File: config.mk
export PLATFORM = sky130hd
export DESIGN_NAME = pc_sequencer
export DESIGN_NICKNAME = d
export VERILOG_FILES = /design/src/rtl/pc_sequencer.sv
export SDC_FILE = /design/constraint.sdc
export NUM_CORES = 1
export LEC_CHECK = 0
export ABC_CLOCK_PERIOD_IN_PS = 2060
export CORE_UTILIZATION = 49
export CTS_CLUSTER_SIZE = 30
export DETAILED_ROUTE_END_ITERATION = 16
export PLACE_DENSITY = 0.84
export REMOVE_ABC_BUFFERS = 1
export SLEW_MARGIN = 30
export SYNTH_ARGS = -nofsm -noshare
export SYNTH_HDL_FRONTEND = slang
export SYNTH_SLANG_ARGS = --single-unit
File: constraint.sdc
create_clock -name clk -period 2.06 [get_ports clk]
set_input_delay 0.206 -clock clk [delete_from_list [all_inputs] [get_ports clk]]
set_output_delay 0.206 -clock clk [all_outputs]
set_load 0.1 [all_outputs]
File: src/rtl/pc_sequencer.sv
// Program counter / fetch sequencer: IDLE/RUN/DONE control, next-pc selection,
// sticky overrun flag and a saturating RUN-cycle counter.
module pc_sequencer #(
  parameter int unsigned PC_W       = 10,
  parameter int unsigned START_ADDR = 0,
  parameter int unsigned LAST_ADDR  = (2 ** PC_W) - 1,
  parameter int unsigned CNT_W      = 16
) (
  input  logic             clk,
  input  logic             rst_n,
  input  logic             start,
  input  logic             halt,
  input  logic             stall,
  input  logic             jumpFlag,
  input  logic [PC_W-1:0]  jumpTarget,
  output logic [PC_W-1:0]  pc,
  output logic             running,
  output logic             done,
  output logic             overrun,
  output logic [CNT_W-1:0] cycleCount
);

  localparam logic [PC_W-1:0] START_PC = PC_W'(START_ADDR);
  localparam logic [PC_W-1:0] LAST_PC  = PC_W'(LAST_ADDR);

  typedef enum logic [1:0] {
    S_IDLE,
    S_RUN,
    S_DONE
  } state_t;

  state_t             state_q, state_d;
  logic [PC_W-1:0]    pc_q, pc_d;
  logic [CNT_W-1:0]   cnt_q, cnt_d;
  logic               ovr_q, ovr_d;

  always_ff @(posedge clk or negedge rst_n) begin
    if (!rst_n) begin
      state_q <= S_IDLE;
      pc_q    <= START_PC;
      cnt_q   <= '0;
      ovr_q   <= 1'b0;
    end else begin
      state_q <= state_d;
      pc_q    <= pc_d;
      cnt_q   <= cnt_d;
      ovr_q   <= ovr_d;
    end
  end

  always_comb begin
    state_d = state_q;
    pc_d    = pc_q;
    cnt_d   = cnt_q;
    ovr_d   = ovr_q;
    unique case (state_q)
      S_IDLE, S_DONE: begin
        if (start) begin
          state_d = S_RUN;
          pc_d    = START_PC;
          cnt_d   = '0;
          ovr_d   = 1'b0;
        end
      end
      S_RUN: begin
        // Every RUN edge counts, whichever branch below is taken.
        if (cnt_q != '1) cnt_d = cnt_q + CNT_W'(1);
        if (halt) begin
          state_d = S_DONE;
        end else if (stall) begin
          pc_d = pc_q;
        end else if (jumpFlag) begin
          pc_d = jumpTarget;
        end else if (pc_q == LAST_PC) begin
          state_d = S_DONE;
          ovr_d   = 1'b1;
        end else begin
          pc_d = pc_q + PC_W'(1);
        end
      end
      default: state_d = S_IDLE;
    endcase
  end

  assign pc         = pc_q;
  assign running    = (state_q == S_RUN);
  assign done       = (state_q == S_DONE);
  assign overrun    = ovr_q;
  assign cycleCount = cnt_q;

endmodule

### Word level (Yosys, flattened, before mapping)

Cells that the tools add are included.

* logic and storage cells: 48
* register bits after elaboration: 29
* input bits: 16
* output and inout bits: 29

* reductions and logical operators: 7
* add/sub/neg operators: 2
* equality and inequality tests: 14
* mux-type cells: 21

Operator list (number)
* 10-bit two-way mux: 5
* 16-bit two-way mux: 2
* 16-bit case mux with 2 select lines: 1
* 10-bit case mux with 2 select lines: 1
* 16-bit by 1-bit adder with 16-bit output, second input constant: 1
* 16-bit inequality test, second input constant: 1
* 10-bit by 1-bit adder with 10-bit output, second input constant: 1
* 10-bit == test, second input constant: 1
* 2-bit two-way mux: 5
* 3-bit inequality test, second input constant: 3
* 2-bit inequality test, second input constant: 4
* 6-bit AND reduction: 1
* 1-bit two-way mux: 5
* 5-bit AND reduction: 1
* 2-bit by 1-bit inequality test with 1-bit output, second input constant: 2
* 2-bit case mux with 2 select lines: 1
* 4-bit AND reduction: 1
* 3-bit by 2-bit inequality test with 1-bit output, second input constant: 1
* 3-bit AND reduction: 1
* 2-bit by 1-bit == test with 1-bit output, second input constant: 1
* 2-bit == test, second input constant: 1
* 2-bit zero test: 1
* 1-bit case mux with 2 select lines: 1
* 2-bit nonzero test: 1
* 2-bit OR reduction: 1

### Longest topological paths before layout

Gate-level depths: netlist of the first run.

* depth in word-level cells: 6
* depth in mapped cells: 7
* mapped depth without buffers: 5

### Worst setup path before layout of the first run

No wires, ideal clock.

* kind: reg2reg
* start: register cnt_q[1], in the netlist cycleCount[1]
* end: register cnt_q[12], in the netlist cycleCount[12]
* clock period less this slack: 2.495 ns
* path buffers: 0
* data arrival time: 2.418 ns
* cell stages (with the launch flop): 6
* setup slack: -0.435 ns
* library setup time: 0.077 ns
* required time: 1.983 ns
* cells stage by stage: dfrtp_1 ha_1 nand4_1 a211o_1 or4_1 a21oi_1

* cells in the longest elaborated chain, start to end: 3
* elaborated cells between the ends (all ways): 6
* classes of those cells: add/sub: 1; eq/ne: 2; mux: 2; reduce/logical: 1

RTL lines
* start, declared: line 34 `logic [CNT_W-1:0] cnt_q, cnt_d;`
* start signal, assigned: line 46 `cnt_q <= cnt_d;`
* 16-bit by 1-bit adder with 16-bit output or 16-bit inequality test (tied branches): line 67 `if (cnt_q != '1) cnt_d = cnt_q + CNT_W'(1);`
* 16-bit two-way mux or 2-bit by 1-bit inequality test with 1-bit output (tied branches)
* 16-bit case mux with 2 select lines or 3-bit AND reduction (tied branches)

Several ways; a longest one is shown, not always the timed one. The select of a mux whose other input is x is not followed.
A chain may end at the register's enable or synchronous reset.

### Worst setup path in the final report of the first run

* start: register cnt_q[0], in the netlist cycleCount[0]
* end: register cnt_q[12], in the netlist cycleCount[12]

The elaborated chain is that of the path after synthesis.

==> flow_summary.toml, run 1 <==
[run_status]
status = "finished, final reports clean"

[grt]
grt_pass1_vias = 1621
gr-total-overflow = 0
grt_pass1_wl_um = 7540
gr-usage-all-layers = 0.243
grt_max_degree = 30
grt_antenna_before_repair = 0

[die]
dieArea_mm2 = 0.00389
dieWidth_um = 62.4
core_mm2 = 0.00342
start_util = 0.523
ios = 45
rows = 21
die_h_um = 62.4

[final_layout]
fin_nets = 269
drive_above_1_share = 0.206
n_fill_cell = 290
multiInputGateArea_um2 = 985
synthToLayoutAreaGrowth_pct = 28.8
final-seq-area_um2 = 726
final_area_mm2 = 0.00230
antennaDiodeCount = 0

[power]
finalPower_w = 0.00242
p_leak_nw = 1.07
peakVddDrop_uv = 412
pwr_density_cell_mw_per_mm2 = 1050

[critical_path]
required_ns = 2.32
crit_path_start_kind = "flop"
cp.arrival_ns = 2.19
path_class = "reg2reg"
end_kind = "flop"
critPathMaxFanout = 4

[logic_synthesis]
yosys_warnings = 0
syn_inst = 201
synth_edf_count = 0
synth_seq_cells = 29
syn_area_mm2 = 0.00179
postSynth.asyncResetShare = 1.00
yosysSeqAreaShare = 0.406
yosys.cell_types.count = 44
postSynthAreaPerCell_um2 = 8.89
ys.flop_type = "dfrtp_1"

[sta]
fin_skew_ns = 0.00900
min_period_over_period = 0.937
final_max_slew_viol_count = 0
max_freq_ghz = 0.518
final.min_clock_period_ns = 1.93
layout_setup_ws_ns = 0.131
hold_viol_final = 0
whs_ns = 0.245
rsz0062_at_grt = "false"
tightest_slew_ns = 0.598
setup_viol = 0
slew_headroom = 0.598

[placed_design]
placed_area_mm2 = 0.00225
dp_slack_ns = 0.0953
numPortBuffers = 44
hpwlAfterDp_um = 3150
place_congestion = 0.839

[route]
routed_wl_um = 4420
viasPerCell = 6.00
drt_iter0_drc = 85
drtPass1Iterations = 5
postRouteAntennaNets = 0
drc_errors = 0
wire_per_inst_um = 14.8
dr_total_vias = 1787

[cts]
cts_tree = "built"
clock-root-buffer = "clkbuf_4"
clockBufferDepth = 2
cts_sinks = 29
post_cts_buffers = 0
clk_latency_ns = 0.33
htree_levels = 2
cts-resized-gates = 0
clkSlewWorstSetupHoldPaths_ns = 0.10
cts_buffers = 5
ctsHoldBuffers = 0

[hold_path]
timing.hold.worst.class = "in2async"

[job]
cap_violations = 0
-- power breakdown --
group	switching [W]	internal [W]	total (W)
sequential	0.000137	0.000656	0.000793
combinational	0.000934	0.000358	0.00129
clock	0.000205	0.000130	0.000334
total	0.00128	0.00114	0.00242
-- registers in the layout, summed over array words and instances (netlist names) --
signal / cells
state_q: 2
pc: 10
overrun: 1
cycleCount: 16
-- cell families after synthesis --
logic type / count (synthesis) / synth area share
adders and majority gates: 2 / 0.0140
AOI/OAI and AO/OA: 56 / 0.203
muxes: 12 / 0.0679
DFF: 29 / 0.406
buffers and inverters: 16 / 0.0427
and+or+nand+nor: 86 / 0.266
-- final timing paths --
kind / cells after the start / slack [ns] / to / startpoint
min in group clk: 3 / 0.51 / pc[9] / jumpTarget[9]
worst min register to register: 1 / 0.52 / overrun / overrun
worst min-delay path: 2 / 0.25 / cycleCount[13] / rst_n
max in group asynchronous: 2 / 1.52 / pc[5] / rst_n
worst max-delay path: 5 / 0.13 / cycleCount[12] / cycleCount[0]
worst max register to register: 5 / 0.13 / cycleCount[12] / cycleCount[0]
-- per-layer routing --
layer / vias up / wire [µm] / GRT usage
met1: 847 / 2060 / 0.330
met3: 9 / 278 / 0.0712
li1: 864 / - / -
met2: 67 / 1990 / 0.359
met5: - / 0 / 0
met4: 0 / 91 / 0.108
-- through the flow --
stage / utilization / std cells / TNS, ns
finish: 0.674 / 298 / 0
detailed placement: 0.659 / 290 / 0
global placement: 0.659 / 290 / 0
global route: 0.674 / 298 / 0
CTS: 0.674 / 298 / 0
floorplan: - / 188 / -9.71
-- critical path, cell delays in order (launching register included) --
cell	delay, ns
dfrtp_1	0.41
ha_1	0.22
nand4_1	0.16
a211o_1	0.36
or4_1	0.53
a21oi_1	0.17
-- layout by cell type (no fill, tap or decap), types with 3 or more instances in the layout --
master / n
buf_4: 40
dfrtp_1: 29
nand2_1: 21
o21ai_0: 17
clkdlybuf4s50_1: 15
nor2_1: 13
mux2i_1: 11
a21oi_1: 9
nand3_1: 7
o31ai_1: 7
nand4_1: 6
and3_1: 6
nor3_1: 6
clkbuf_4: 5
nor4_1: 4
inv_1: 3
or3_1: 3
a211oi_1: 3
a31oi_1: 3
or4_1: 3
nand4b_1: 3
o31a_1: 3
-- cells in the mapped netlist, types with 3 or more instances --
| master | instances | area, µm² |
|---|---|---|
| dfrtp_1 | 29 | 726 |
| nand2_1 | 21 | 78.8 |
| o21ai_0 | 17 | 85.1 |
| nor2_1 | 13 | 48.8 |
| mux2i_1 | 11 | 110 |
| a21oi_1 | 9 | 45.0 |
| clkbuf_1 | 9 | 33.8 |
| nand3_1 | 7 | 35.0 |
| o31ai_1 | 7 | 52.6 |
| and3_1 | 6 | 37.5 |
| nand4_1 | 6 | 37.5 |
| nor3_1 | 6 | 30.0 |
| nor4_1 | 4 | 25.0 |
| a211oi_1 | 3 | 22.5 |
| a31oi_1 | 3 | 18.8 |
| inv_1 | 3 | 11.3 |
| nand4b_1 | 3 | 26.3 |
| o31a_1 | 3 | 26.3 |
| or3_1 | 3 | 18.8 |
| or4_1 | 3 | 22.5 |
-- cell type report --
class                           instances  share of cell area
Clock buffer                            6              0.0179
Clock inverter                          2             0.00435
Inverter                                3             0.00489
Multi-Input combinational cell        156               0.428
Sequential cell                        29               0.315
Tap cell                               46              0.0250
Timing Repair Buffer                   56               0.204
No activity file was read; power rests on OpenSTA's default activity.
==> inputs of run 2 (changes only) <==
--- a/config.mk
+++ b/config.mk
@@ -6,12 +6,13 @@
 export NUM_CORES = 1
 export LEC_CHECK = 0
 export ABC_CLOCK_PERIOD_IN_PS = 2060
+export CAP_MARGIN = 0
 export CORE_UTILIZATION = 49
 export CTS_CLUSTER_SIZE = 30
 export DETAILED_ROUTE_END_ITERATION = 16
 export PLACE_DENSITY = 0.84
 export REMOVE_ABC_BUFFERS = 1
-export SLEW_MARGIN = 30
+export SLEW_MARGIN = 20
 export SYNTH_ARGS = -nofsm -noshare
 export SYNTH_HDL_FRONTEND = slang
 export SYNTH_SLANG_ARGS = --single-unit
==> results of run 2 <==
No change in the layout: final DEF, timing and power equal those of run 1.
==> inputs of run 3 (changes only) <==
--- a/config.mk
+++ b/config.mk
@@ -8,11 +8,11 @@
 export ABC_CLOCK_PERIOD_IN_PS = 2060
 export CAP_MARGIN = 0
 export CORE_UTILIZATION = 49
+export CTS_CLUSTER_DIAMETER = 30
 export CTS_CLUSTER_SIZE = 30
 export DETAILED_ROUTE_END_ITERATION = 16
 export PLACE_DENSITY = 0.84
 export REMOVE_ABC_BUFFERS = 1
-export SLEW_MARGIN = 20
 export SYNTH_ARGS = -nofsm -noshare
 export SYNTH_HDL_FRONTEND = slang
 export SYNTH_SLANG_ARGS = --single-unit
==> results of run 3 <==
No change in the layout: final DEF, timing and power equal those of run 1.
